### config.mk
export PLATFORM = sky130hd
export DESIGN_NAME = sum_accumulator
export DESIGN_NICKNAME = d
export VERILOG_FILES = /design/src/rtl/sum_acc_pkg.sv /design/src/rtl/sum_acc_fsm.sv /design/src/rtl/sum_accumulator.sv
export SDC_FILE = /design/constraint.sdc
export NUM_CORES = 1
export LEC_CHECK = 0
export ABC_CLOCK_PERIOD_IN_PS = 1900
export BUFFER_PORTS_ARGS = -buffer_cell sky130_fd_sc_hd__buf_2
export CELL_PAD_IN_SITES_DETAIL_PLACEMENT = 0
export CELL_PAD_IN_SITES_GLOBAL_PLACEMENT = 1
export CORE_ASPECT_RATIO = 1.4
export CORE_UTILIZATION = 38
export CTS_CLUSTER_SIZE = 14
export DETAILED_ROUTE_END_ITERATION = 10
export PLACE_DENSITY_LB_ADDON = 0.1
export SYNTH_ARGS = -nofsm -noshare
export SYNTH_HDL_FRONTEND = slang
export SYNTH_SLANG_ARGS = --single-unit
### constraint.sdc
create_clock -name i_clk -period 1.9 [get_ports i_clk]
set_input_delay 0.38 -clock i_clk [delete_from_list [all_inputs] [get_ports i_clk]]
set_output_delay 0.38 -clock i_clk [all_outputs]
set_load 0.01 [all_outputs]
### src/rtl/sum_acc_pkg.sv
// Shared types and width helper for the burst sum accumulator.
package sum_acc_pkg;

   typedef enum logic [1:0] {
      IDLE  = 2'd0,
      ACCUM = 2'd1,
      HOLD  = 2'd2
   } sum_acc_state_e;

   // Sum of cnt samples of (dw+1) bits can never exceed this width.
   function automatic int acc_width(input int dw, input int cnt);
      return dw + 1 + $clog2(cnt + 1);
   endfunction

endpackage

### src/rtl/sum_acc_fsm.sv
// Burst control: owns state and sample count, issues load/add/clear/close strobes.
// Input is stalled (o_in_ready=0) in HOLD and while reset is asserted.
module sum_acc_fsm
   import sum_acc_pkg::*;
#(
   parameter int COUNT = 4
) (
   input  logic                        i_clk,
   input  logic                        i_rst,
   input  logic                        i_in_valid,
   input  logic                        i_flush,
   input  logic                        i_out_ready,
   output logic                        o_in_ready,
   output logic                        o_out_valid,
   output logic                        o_load,
   output logic                        o_add,
   output logic                        o_clear,
   output logic                        o_close
`ifdef SUM_ACC_CNT_EN
   ,
   output logic [$clog2(COUNT+1)-1:0]  o_out_cnt
`endif
);

   localparam int CW = $clog2(COUNT + 1);

   sum_acc_state_e r_state;
   sum_acc_state_e w_state_nxt;
   logic [CW-1:0]  r_cnt;
   logic [CW-1:0]  w_cnt_inc;
   logic           w_accept;
   logic           w_hit;

   assign o_in_ready  = ~i_rst & (r_state != HOLD);
   assign w_accept    = i_in_valid & o_in_ready;
   assign o_load      = w_accept & (r_state == IDLE);
   assign o_add       = w_accept & (r_state == ACCUM);
   assign o_clear     = (r_state == HOLD) & i_out_ready;
   assign o_out_valid = (r_state == HOLD);

   // cnt is 0 in IDLE, so the same increment test covers the first sample.
   assign w_cnt_inc = r_cnt + CW'(1);
   assign w_hit     = (w_cnt_inc == CW'(COUNT));
   assign o_close   = ((o_load | o_add) & (w_hit | i_flush))
                    | ((r_state == ACCUM) & i_flush);

`ifdef SUM_ACC_CNT_EN
   assign o_out_cnt = o_out_valid ? r_cnt : '0;
`endif

   always_comb begin
      w_state_nxt = r_state;
      case (r_state)
         IDLE:    if (o_load)  w_state_nxt = o_close ? HOLD : ACCUM;
         ACCUM:   if (o_close) w_state_nxt = HOLD;
         HOLD:    if (o_clear) w_state_nxt = IDLE;
         default: w_state_nxt = IDLE;
      endcase
   end

   always_ff @(posedge i_clk or posedge i_rst) begin
      if (i_rst) begin
         r_state <= IDLE;
         r_cnt   <= '0;
      end else begin
         r_state <= w_state_nxt;
         if (o_load)
            r_cnt <= CW'(1);
         else if (o_add)
            r_cnt <= w_cnt_inc;
         else if (o_clear)
            r_cnt <= '0;
      end
   end

endmodule

### src/rtl/sum_accumulator.sv
// Sums COUNT adder samples per burst (or fewer on flush); total is valid the cycle after the closing accept.
// Input stalls while a total is held; SUM_ACC_CNT_EN adds the o_out_cnt sample-count port.
module sum_accumulator
   import sum_acc_pkg::*;
#(
   parameter  int DATA_WIDTH = 8,
   parameter  int COUNT      = 4,
   localparam int ACC_WIDTH  = acc_width(DATA_WIDTH, COUNT)
) (
   input  logic                        i_clk,
   input  logic                        i_rst,
   input  logic                        i_in_valid,
   output logic                        o_in_ready,
   input  logic [DATA_WIDTH:0]         i_in_sum,
   input  logic                        i_flush,
   output logic                        o_out_valid,
   input  logic                        i_out_ready,
   output logic [ACC_WIDTH-1:0]        o_out_acc
`ifdef SUM_ACC_CNT_EN
   ,
   output logic [$clog2(COUNT+1)-1:0]  o_out_cnt
`endif
);

   logic                 w_load;
   logic                 w_add;
   logic                 w_clear;
   logic                 w_close;
   logic [ACC_WIDTH-1:0] w_sum_ext;
   logic [ACC_WIDTH-1:0] w_acc_d;
   logic [ACC_WIDTH-1:0] r_acc;
   logic [ACC_WIDTH-1:0] r_out_acc;

   sum_acc_fsm #(
      .COUNT       (COUNT)
   ) u_fsm (
      .i_clk       (i_clk),
      .i_rst       (i_rst),
      .i_in_valid  (i_in_valid),
      .i_flush     (i_flush),
      .i_out_ready (i_out_ready),
      .o_in_ready  (o_in_ready),
      .o_out_valid (o_out_valid),
      .o_load      (w_load),
      .o_add       (w_add),
      .o_clear     (w_clear),
      .o_close     (w_close)
`ifdef SUM_ACC_CNT_EN
      ,
      .o_out_cnt   (o_out_cnt)
`endif
   );

   assign w_sum_ext = ACC_WIDTH'(i_in_sum);

   always_comb begin
      w_acc_d = r_acc;
      if (w_load)
         w_acc_d = w_sum_ext;
      else if (w_add)
         w_acc_d = r_acc + w_sum_ext;
      else if (w_clear)
         w_acc_d = '0;
   end

   // Output copy captures the closing sum so it is stable for all of HOLD.
   always_ff @(posedge i_clk or posedge i_rst) begin
      if (i_rst) begin
         r_acc     <= '0;
         r_out_acc <= '0;
      end else begin
         r_acc <= w_acc_d;
         if (w_close)
            r_out_acc <= w_acc_d;
         else if (w_clear)
            r_out_acc <= '0;
      end
   end

   assign o_out_acc = r_out_acc;

endmodule

==> metrics.md <==
| Metric | Value |
|---|---|
| Setup violations, final | `12` |
| Register area share after synthesis | `0.404` |
| Worst r2r src | `r_acc[0]` |
| Vias | `1630` |
| Antenna viol nets, final | `0` |
| Max-Cap Viols | `0` |
| Vias in the first global route | `1636` |
| FF-to-FF path depth | `8` |
| Clk buf depth | `2` |
| HPWL after DPL | `3.59 mm` |
| Yosys warnings | `0` |
| Dpl ws | `-405 ps` |
| Core ar. | `4540 µm²` |
| Yosys reg bits | `29` |
| Netlist Area Pre-Place | `1800 µm²` |
| Ys async rst share | `1.00` |
| Final hold vios | `0` |
| PD cells | `1020 nW/µm²` |
| R2r endpoint | `o_out_acc[10]` |
| Leakage Power | `1.14 nW` |
| Arrival time worst endpoint | `2310 ps` |
| # H-tree levels | `2` |
| CP Max Fanout | `3` |
| Area Growth Syn to Fin | `32.8%` |
| Worst Skew | `3.28 ps` |
| Placement row count | `29` |
| Mapped Nets | `218` |
| Max transition margin | `0.544` |
| Final Cycle Share | `1.13` |
| DRT Wirelength | `4.94 mm` |
| FILL cells | `438` |
| First-pass detailed-route iteration total | `4` |
| Hold buffers post-CTS | `0` |
| Total power | `2.44 mW` |
| Initial drt markers | `73` |
| Max VDD drop | `0.655 mV` |
| Initial Util | `0.396` |
| Crit path time final | `2140 ps` |
| Critical path capture point type | `flop` |
| Fin. max-slew vios | `0` |
| Fraction of layout cells with a size suffix above 1 | `0.367` |
| Routed len/inst | `15.9 µm` |
| Final Net Count | `273` |
| Die height | `83.4 µm` |
| First-pass GRT wire length | `7.90 mm` |
| Post-Synthesis Cells | `192` |
| R2R Setup Slk | `-240 ps` |
| Finished Layout Cells | `310` |
| Commonest register cell after synthesis | `dfrtp_1` |
| Gp weighted congestion | `0.856` |
| Post-synth cell types | `42` |
| RSZ-0062 raised after global routing | `true` |
| Worst-Margin Slew | `684 ps` |
| Startpoint types | `flop` |
| Clock tree sinks | `29` |
| Hold Crit Class | `primary input to async pin` |
| Number of synthesized flops with an enable pin | `0` |
| PortBufs | `27` |
| Drt drc | `0` |
| Setup CP Type | `flop to flop` |
| Required time of the critical path | `2070 ps` |
| Tot GR Track Use | `0.214` |
| Clk pin slew, worst setup/hold paths | `70 ps` |
| Clk Latency, worst-skew pair | `280 ps` |
| Largest net degree at the start of global routing | `25` |
| Failing checks | `negative setup slack` |
| N_diodes | `0` |
| Initial antenna violation count | `0` |
| Syn avg cell area | `9.36 µm²` |
| TritonCTS Buffers | `5` |
| Chip width | `60.1 µm` |
| Die Footprint | `5010 µm²` |
| Worst setup margin | `-241 ps` |
| Layout Utilization | `0.526` |
| Fmax | `0.467 GHz` |
| Status | `finished, violations left` |
| TritonCTS clock tree | `built` |
| Global route overflow | `0` |
| CTS root buf | `clkbuf_8` |
| Placed cells | `299` |
| I/O pin total | `28` |
| Vias/cell | `5.26` |
## through the flow
| stage | setup TNS, ps | hold slack (ps) | cell area [µm²] |
|---|---|---|---|
| 4_1_cts | -1390 | 266 | 2360 |
| 2_1_floorplan | -438 | 298 | 1820 |
| 6_report | -1490 | 271 | 2390 |
| 3_3_place_gp | -3410 | 486 | 2170 |
| 3_5_place_dp | -3800 | 488 | 2170 |
| 5_1_grt | -2680 | 275 | 2390 |
## cells by family after synthesis
kind of cell	share of synthesized area
compound gates	0.212
fa+ha+maj	0.0877
flops	0.404
buf+inv	0.0612
xor+xnor	0.0341
simple gates	0.168
mux	0.0334
## flip-flops by register name (all words and copies together), names as in the netlist
name,cells
u_fsm.r_state,2
u_fsm.r_cnt,3
r_acc,12
o_out_acc,12
## worst max-delay path by stage
| stage | start | slack, ps | to |
|---|---|---|---|
| 4_1_cts | r_acc[0] | -230 | o_out_acc[10] |
| 6_report | r_acc[0] | -240 | o_out_acc[10] |
| 5_1_grt | r_acc[0] | -310 | o_out_acc[10] |
| 3_5_place_dp | i_in_sum[0] | -400 | o_out_acc[10] |
| 3_3_place_gp | i_in_sum[0] | -370 | o_out_acc[10] |
| 2_1_floorplan | r_acc[0] | -190 | o_out_acc[10] |
## worst max-delay path: stages (launching register included)
cell	delay, ps
dfrtp_1	410
ha_4	170
fa_2	340
a21o_1	200
a221oi_4	340
o22ai_2	110
mux2i_1	120
nor2b_2	150
a22o_1	180
## report_power, final
group	total [mW]	switching, mW	internal [mW]	leakage, nW
clock	0.577	0.250	0.327	0.0542
combinational	1.03	0.532	0.503	0.704
sequential	0.828	0.0840	0.744	0.379
total	2.44	0.865	1.57	1.14
## placed cells by master (no fill, tap or decap), types with 2 or more instances in the layout
| cell | synthesis | layout |
|---|---|---|
| ha_1 | 11 | 8 |
| nand4_1 | 2 | 2 |
| xor2_1 | 2 | 2 |
| a31oi_1 | 3 | 2 |
| nand2_1 | 30 | 29 |
| a21o_1 | 5 | 5 |
| and3_4 | 0 | 2 |
| nand2_2 | 1 | 2 |
| and3_1 | 4 | 2 |
| o21ai_0 | 18 | 14 |
| clkbuf_8 | 0 | 7 |
| inv_1 | 6 | 5 |
| nor2_1 | 5 | 4 |
| buf_2 | 0 | 27 |
| a21oi_1 | 19 | 16 |
| a21oi_2 | 0 | 3 |
| a22o_1 | 4 | 4 |
| nor3b_1 | 2 | 2 |
| dfrtp_1 | 29 | 29 |
| buf_4 | 2 | 32 |
| ha_4 | 0 | 3 |
| mux2i_1 | 6 | 5 |
| nand3_1 | 7 | 6 |
| o21ai_1 | 1 | 5 |
| xnor2_1 | 5 | 5 |
## synth_stat cells (3+ instances only)
| library cell | count | area, µm² |
|---|---|---|
| a21o_1 | 5 | 37.5 |
| a21oi_1 | 19 | 95.1 |
| a22o_1 | 4 | 35.0 |
| a31oi_1 | 3 | 18.8 |
| and3_1 | 4 | 25.0 |
| buf_6 | 5 | 56.3 |
| clkbuf_1 | 3 | 11.3 |
| dfrtp_1 | 29 | 726 |
| ha_1 | 11 | 138 |
| inv_1 | 6 | 22.5 |
| mux2i_1 | 6 | 60.1 |
| nand2_1 | 30 | 113 |
| nand3_1 | 7 | 35.0 |
| nor2_1 | 5 | 18.8 |
| o21ai_0 | 18 | 90.1 |
| xnor2_1 | 5 | 43.8 |
## final cells by class
| class | instances | area, µm² | area share |
|---|---|---|---|
| multi-input combinational | 146 | 1080 | 0.453 |
| sequential | 29 | 726 | 0.304 |
| timing repair buffer | 59 | 375 | 0.157 |
| clock buffer | 7 | 96.3 | 0.0404 |
| tap | 62 | 77.6 | 0.0325 |
| inverter | 6 | 26.3 | 0.0110 |
| clock inverter | 1 | 5.00 | 0.00210 |
## metal layers
metal  vias to the layer above  track usage  wire, µm
li1                        799            -         -
met1                       797        0.275      2140
met2                        28        0.351      2580
met3                         6       0.0405       143
met4                         0       0.0698        71
met5                         -            0         0
## timing repair
item | CTS | global route
buffers inserted | 3 | 1
resized for setup | 15 | 7
endpoints found under the setup margin | 16 | 16
pin swaps | 15 | 8
hold endpoints to repair | 0 | 0
cloned | 0 | 0
Power figures use the tool's default switching activity.
